### config.mk
export PLATFORM = sky130hd
export DESIGN_NAME = dpram_port_master_flat
export DESIGN_NICKNAME = d
export VERILOG_FILES = /design/src/rtl/dpram_port_master_if.sv /design/src/rtl/dpram_port_master.sv /design/src/flat_wrapper.sv
export SDC_FILE = /design/constraint.sdc
export NUM_CORES = 1
export LEC_CHECK = 0
export ABC_AREA = 1
export CAP_MARGIN = 20
export CELL_PAD_IN_SITES_DETAIL_PLACEMENT = 0
export CELL_PAD_IN_SITES_GLOBAL_PLACEMENT = 1
export CORE_UTILIZATION = 29
export CTS_CLUSTER_DIAMETER = 80
export DETAILED_ROUTE_END_ITERATION = 8
export PLACE_DENSITY_LB_ADDON = 0.1
export SYNTH_ARGS = -nofsm -noshare
export SYNTH_HDL_FRONTEND = slang
export SYNTH_SLANG_ARGS = --single-unit
### constraint.sdc
create_clock -name iClk -period 2.6 [get_ports iClk]
set_input_delay 0.26 -clock iClk [delete_from_list [all_inputs] [get_ports iClk]]
set_output_delay 0.26 -clock iClk [all_outputs]
set_load 0.02 [all_outputs]
### src/rtl/dpram_port_master_if.sv
// Request/response and RAM-port bundle for dpram_port_master.
// iReqBe exists only when DPRAM_RMW_BYTE_EN is defined.
interface dpram_port_master_if #(
  parameter int DATA_WIDTH = 32,
  parameter int ADDR_WIDTH = 5
);
  logic                    iReqValid;
  logic                    oReqReady;
  logic                    iReqWe;
  logic [ADDR_WIDTH-1:0]   iReqAddr;
  logic [DATA_WIDTH-1:0]   iReqData;
`ifdef DPRAM_RMW_BYTE_EN
  logic [DATA_WIDTH/8-1:0] iReqBe;
`endif
  logic                    oRspValid;
  logic                    iRspReady;
  logic [DATA_WIDTH-1:0]   oRspData;
  logic                    oRamEn;
  logic                    oRamWe;
  logic [ADDR_WIDTH-1:0]   oRamAddr;
  logic [DATA_WIDTH-1:0]   oRamData;
  logic [DATA_WIDTH-1:0]   iRamData;

  modport master (
    input  iReqValid, iReqWe, iReqAddr, iReqData, iRspReady, iRamData,
    output oReqReady, oRspValid, oRspData, oRamEn, oRamWe, oRamAddr, oRamData
`ifdef DPRAM_RMW_BYTE_EN
    , input iReqBe
`endif
  );

  modport slave (
    output iReqValid, iReqWe, iReqAddr, iReqData, iRspReady, iRamData,
    input  oReqReady, oRspValid, oRspData, oRamEn, oRamWe, oRamAddr, oRamData
`ifdef DPRAM_RMW_BYTE_EN
    , output iReqBe
`endif
  );
endinterface

### src/rtl/dpram_port_master.sv
// Single-outstanding initiator for one DualPortRAM port; registered RAM drive, valid/ready response.
// Define DPRAM_RMW_BYTE_EN to add byte-enabled writes via read-modify-write.
//
// state  | meaning
// IDLE   | ready for a request
// WR     | write strobe issued, dropping enable
// RD     | read issued, capturing RAM data
// RSP    | holding read data until accepted
// RMW_RD | partial write: old word being read
// RMW_WR | partial write: merged word being written
module dpram_port_master #(
  parameter int DATA_WIDTH = 32,
  parameter int ADDR_WIDTH = 5
) (
  input logic iClk,
  input logic iRst,
  dpram_port_master_if.master bus
);
`ifdef DPRAM_RMW_BYTE_EN
  localparam int BE_WIDTH = DATA_WIDTH / 8;
  typedef enum logic [2:0] {IDLE, WR, RD, RSP, RMW_RD, RMW_WR} state_t;
`else
  typedef enum logic [2:0] {IDLE, WR, RD, RSP} state_t;
`endif

  state_t                  state, stateNxt;
  logic                    rspValid, rspValidNxt;
  logic [DATA_WIDTH-1:0]   rspData, rspDataNxt;
  logic                    ramEn, ramEnNxt;
  logic                    ramWe, ramWeNxt;
  logic [ADDR_WIDTH-1:0]   ramAddr, ramAddrNxt;
  logic [DATA_WIDTH-1:0]   ramData, ramDataNxt;
`ifdef DPRAM_RMW_BYTE_EN
  logic [BE_WIDTH-1:0]     beQ, beNxt;
`endif

  always_ff @(posedge iClk or posedge iRst) begin
    if (iRst) begin
      state    <= IDLE;
      rspValid <= 1'b0;
      rspData  <= '0;
      ramEn    <= 1'b0;
      ramWe    <= 1'b0;
      ramAddr  <= '0;
      ramData  <= '0;
`ifdef DPRAM_RMW_BYTE_EN
      beQ      <= '0;
`endif
    end else begin
      state    <= stateNxt;
      rspValid <= rspValidNxt;
      rspData  <= rspDataNxt;
      ramEn    <= ramEnNxt;
      ramWe    <= ramWeNxt;
      ramAddr  <= ramAddrNxt;
      ramData  <= ramDataNxt;
`ifdef DPRAM_RMW_BYTE_EN
      beQ      <= beNxt;
`endif
    end
  end

  always_comb begin
    stateNxt    = state;
    rspValidNxt = rspValid;
    rspDataNxt  = rspData;
    ramEnNxt    = 1'b0;
    ramWeNxt    = 1'b0;
    ramAddrNxt  = ramAddr;
    ramDataNxt  = ramData;
`ifdef DPRAM_RMW_BYTE_EN
    beNxt       = beQ;
`endif
    case (state)
      IDLE: begin
        if (bus.iReqValid) begin
          ramAddrNxt = bus.iReqAddr;
          ramDataNxt = bus.iReqData;
          if (bus.iReqWe) begin
`ifdef DPRAM_RMW_BYTE_EN
            if (&bus.iReqBe) begin
              ramEnNxt = 1'b1;
              ramWeNxt = 1'b1;
              stateNxt = WR;
            end else if (bus.iReqBe != '0) begin
              // Fetch the old word first; ramData keeps the new bytes until the merge.
              ramEnNxt = 1'b1;
              beNxt    = bus.iReqBe;
              stateNxt = RMW_RD;
            end
`else
            ramEnNxt = 1'b1;
            ramWeNxt = 1'b1;
            stateNxt = WR;
`endif
          end else begin
            ramEnNxt = 1'b1;
            stateNxt = RD;
          end
        end
      end
      WR: stateNxt = IDLE;
      RD: begin
        rspValidNxt = 1'b1;
        rspDataNxt  = bus.iRamData;
        stateNxt    = RSP;
      end
      RSP: begin
        if (bus.iRspReady) begin
          rspValidNxt = 1'b0;
          stateNxt    = IDLE;
        end
      end
`ifdef DPRAM_RMW_BYTE_EN
      RMW_RD: begin
        for (int b = 0; b < BE_WIDTH; b++) begin
          ramDataNxt[8*b +: 8] = beQ[b] ? ramData[8*b +: 8] : bus.iRamData[8*b +: 8];
        end
        ramEnNxt = 1'b1;
        ramWeNxt = 1'b1;
        stateNxt = RMW_WR;
      end
      RMW_WR: stateNxt = IDLE;
`endif
      default: stateNxt = IDLE;
    endcase
  end

  assign bus.oReqReady = (state == IDLE) && !iRst;
  assign bus.oRspValid = rspValid;
  assign bus.oRspData  = rspData;
  assign bus.oRamEn    = ramEn;
  assign bus.oRamWe    = ramWe;
  assign bus.oRamAddr  = ramAddr;
  assign bus.oRamData  = ramData;
endmodule
### src/flat_wrapper.sv
// flat-port wrapper written by rule: the top's interface ports become plain ports
module dpram_port_master_flat 
#(
  parameter int DATA_WIDTH = 32,
  parameter int ADDR_WIDTH = 5
)
  (iClk, iRst, bus_iReqValid, bus_iReqWe, bus_iReqAddr, bus_iReqData, bus_iRspReady, bus_iRamData, bus_oReqReady, bus_oRspValid, bus_oRspData, bus_oRamEn, bus_oRamWe, bus_oRamAddr, bus_oRamData);
  dpram_port_master_if #(.DATA_WIDTH(DATA_WIDTH), .ADDR_WIDTH(ADDR_WIDTH)) bus_i ();
  input logic iClk;
  input logic iRst;
  input wire logic [$bits(bus_i.iReqValid)-1:0] bus_iReqValid;
  input wire logic [$bits(bus_i.iReqWe)-1:0] bus_iReqWe;
  input wire logic [$bits(bus_i.iReqAddr)-1:0] bus_iReqAddr;
  input wire logic [$bits(bus_i.iReqData)-1:0] bus_iReqData;
  input wire logic [$bits(bus_i.iRspReady)-1:0] bus_iRspReady;
  input wire logic [$bits(bus_i.iRamData)-1:0] bus_iRamData;
  output wire logic [$bits(bus_i.oReqReady)-1:0] bus_oReqReady;
  output wire logic [$bits(bus_i.oRspValid)-1:0] bus_oRspValid;
  output wire logic [$bits(bus_i.oRspData)-1:0] bus_oRspData;
  output wire logic [$bits(bus_i.oRamEn)-1:0] bus_oRamEn;
  output wire logic [$bits(bus_i.oRamWe)-1:0] bus_oRamWe;
  output wire logic [$bits(bus_i.oRamAddr)-1:0] bus_oRamAddr;
  output wire logic [$bits(bus_i.oRamData)-1:0] bus_oRamData;
  assign bus_i.iReqValid = bus_iReqValid;
  assign bus_i.iReqWe = bus_iReqWe;
  assign bus_i.iReqAddr = bus_iReqAddr;
  assign bus_i.iReqData = bus_iReqData;
  assign bus_i.iRspReady = bus_iRspReady;
  assign bus_i.iRamData = bus_iRamData;
  assign bus_oReqReady = bus_i.oReqReady;
  assign bus_oRspValid = bus_i.oRspValid;
  assign bus_oRspData = bus_i.oRspData;
  assign bus_oRamEn = bus_i.oRamEn;
  assign bus_oRamWe = bus_i.oRamWe;
  assign bus_oRamAddr = bus_i.oRamAddr;
  assign bus_oRamData = bus_i.oRamData;
  dpram_port_master #(.DATA_WIDTH(DATA_WIDTH), .ADDR_WIDTH(ADDR_WIDTH)) u_core (.iClk(iClk), .iRst(iRst), .bus(bus_i));
endmodule
==> reports/metrics.cfg <==
[floorplan]
placementRows=36
floorplan.die.height_um=103
initial_core_utilization_pct=30.0
io-pin-count=147
floorplan.core_area_sq_um=9820
die_x_um=103
fp.dieArea_sq_um=10600

[global_routing]
number_of_global_route_vias_before_repair=2538
grt_use_met3_pct=4.00
grt_most_used_layer=met2
global_route_wire_length_before_repair_um=12900
gr-usage-met1_pct=22.2
grt_util_overall_pct=16.1
grtUsageMet2_pct=24.3
initial_antenna_violation_count=0
grt_overflow=0
grt_max_degree=47

[worst_setup_path]
worst_ep_required_time_ns=2.34
cp_max_fo=6
critical_path_depth=2
slowest_stage=clkdlybuf4s50_1
critPathTopFamily=buffers and inverters
critical_path.cell_chain=nor3_1, clkdlybuf4s50_1
worst_setup_path_start=u_core.state[1]
path_buf_inv=1
worst-r2r-setup-slack_ns=0.82
critPathMaxStageDelay_ns=0.64
worstPathArrival_ns=1.67
crit-reg2reg-launch=u_core.state[1]
endpoint=bus_oReqReady
timing.critical_path.to_type=output port
worst-r2r-cell-count=4
regToRegEndpoint=u_core.bus.oRspData[20]
worstSetupPathType=flip-flop to output port
crit_path_start_kind=flip-flop

[logic_synthesis]
synth.lib_cells_used.distinct=14
synthesis.area_sq_um=2950
mappedNetlistNets=394
portion_of_synthesized_cell_area_occupied_by_the_leading_cell_type_pct=62.8
synth.yosys.warnings=0
netlist_instances=320
syn_avg_cell_area_sq_um=9.22
flops_latches_synth=74
synth-seq-area-share_pct=62.8
synth_top_cells_by_area=dfrtp_1 (63%), nand2_1 (18%), nand3_1 (12%)
synth.largest_area_cell=dfrtp_1

[drt]
final_antenna_violating_net_count=0
drc_errors=0
drt_first_pass_iters=4
via_per_inst=4.41
post_drt_wl_per_cell_um=13.9
drt_iter0_markers=52
count_of_vias_placed_by_the_detailed_router=2639
drt-total-wl_um=8290

[power_and_ir_drop]
power.ir.vdd_worst_uv=469
power_per_cell_area_nw_per_um2=1260
p_leak_nw=2.26

[placement]
count_of_input_and_output_buffers=146
dpl.hpwl_um=5470
placedInstanceArea_sq_um=4490
gp_congestion=0.706

[sta]
worst_slew_pin_slew_ns=0.691
timing.final.hold_violations=0
report.final.slew_viol_count=0
rsz_0062_raised_after_global_routing=false
min_period_ns=1.93
fin_crit_sh_pct=74.1
finalClockSkew_ns=0.00660
finalSetupViolations=0
setup-tns-final_ns=0
clock.fmax_mhz=519
slew_headroom_pct=53.8

[clock_network]
tritoncts=built
clock_tree.htree_level_count=3
tritoncts.num_buffers=9
post_cts_resize_count=0
clkSlewWorstSetupHoldPaths_ns=0.08
clockBufferDepth=2
clock-root-buffer=clkbuf_8
worst_skew_pair.late_latency_ns=0.33
hold_buffers=0
post-cts-setup-buffers=0
numClockSinks=74

[finish]
final_common_cell=clkdlybuf4s50_1
post_route_cells_drive_above_1_share_pct=5.16
antenna_cells_inserted=0
flow.area_growth_from_synthesis_pct=59.6
filler_instances=993
post-route-cell-area_sq_um=4710
net_count_final=535
final_cell_mix=clkdlybuf4s50_1 (146), nand2_1 (143), dfrtp_1 (74), nand3_1 (72), clkbuf_8 (10)

[run]
maxCapViolations=0

[status]
result_of_the_run=completed

[worst_hold_path]
hold_path.class=primary input to asynchronous set/reset pin

[registers in the layout, indices dropped and copies added (netlist names)]
| signal | flops |
|---|---|
| u_core.state | 2 |
| u_core.bus.oRspData | 32 |
| u_core.bus.oRamEn | 1 |
| u_core.bus.oRamAddr | 5 |
| u_core.bus.oRamWe | 1 |
| u_core.bus.oRamData | 32 |
| u_core.bus.oRspValid | 1 |
[power breakdown]
group,internal [mW],total (mW),switching (mW)
registers,1.69,2.00,0.302
logic,1.31,2.96,1.66
clock network,0.564,0.990,0.426
[cells in the mapped netlist, drive strengths merged]
master and n:
dfrtp 74, nor3 1, inv 4, nor2 2
nand3b 1, nand2 144, clkbuf 1, nand3 72
buf 21
[logic make-up (layout without fill, tap and decap cells)]
group	Yosys count	after routing	synth area share, %
and+or+nand+nor	220	220	31.4
buffers and inverters	26	171	5.85
DFF	74	74	62.8
[layer usage]
layer | wire length [um] | vias to the layer above
met5 | 0 | -
met1 | 3860 | 1245
met4 | 62 | 0
met3 | 605 | 8
met2 | 3760 | 88
li1 | - | 1298
[worst register-to-register path: stages (launching register included)]
cell and delay, ns:
dfrtp_1 0.49, buf_4 0.40, nand2_2 0.51, nand2_1 0.19, nand2_1 0.07
[stage by stage]
step | util (%) | power [mW] | instances | hold slack, ns | worst slack, ns
2_1_floorplan | - | 3.64 | 320 | 0.405 | 0.458
3_3_place_gp | 45.7 | 4.99 | 583 | 0.452 | 0.775
3_5_place_dp | 45.7 | 5.02 | 583 | 0.457 | 0.772
4_1_cts | 48.0 | 6.04 | 598 | 0.304 | 0.634
5_1_grt | 48.0 | 6.38 | 598 | 0.336 | 0.612
6_report | 48.0 | 5.95 | 598 | 0.300 | 0.673
[final cells by class]
type | instances | area, sq um | area share, %
sequential | 74 | 1850 | 39.3
multi-input combinational | 220 | 926 | 19.7
clock buffer | 11 | 141 | 3.00
inverter | 4 | 16.3 | 0.345
timing repair buffer | 152 | 1530 | 32.5
tap | 133 | 166 | 3.53
clock inverter | 4 | 76.3 | 1.62
[worst min path at each step]
stage,to,cells after the start,slack [ns]
3_5_place_dp,u_core.bus.oRspData[30],2,0.46
5_1_grt,u_core.bus.oRspData[16],2,0.34
6_report,u_core.bus.oRspData[16],2,0.30
4_1_cts,u_core.bus.oRspData[26],2,0.30
2_1_floorplan,u_core.bus.oRamData[10],2,0.40
3_3_place_gp,u_core.bus.oRamData[20],2,0.45
Note: power is estimated with default switching activity, not from simulation.
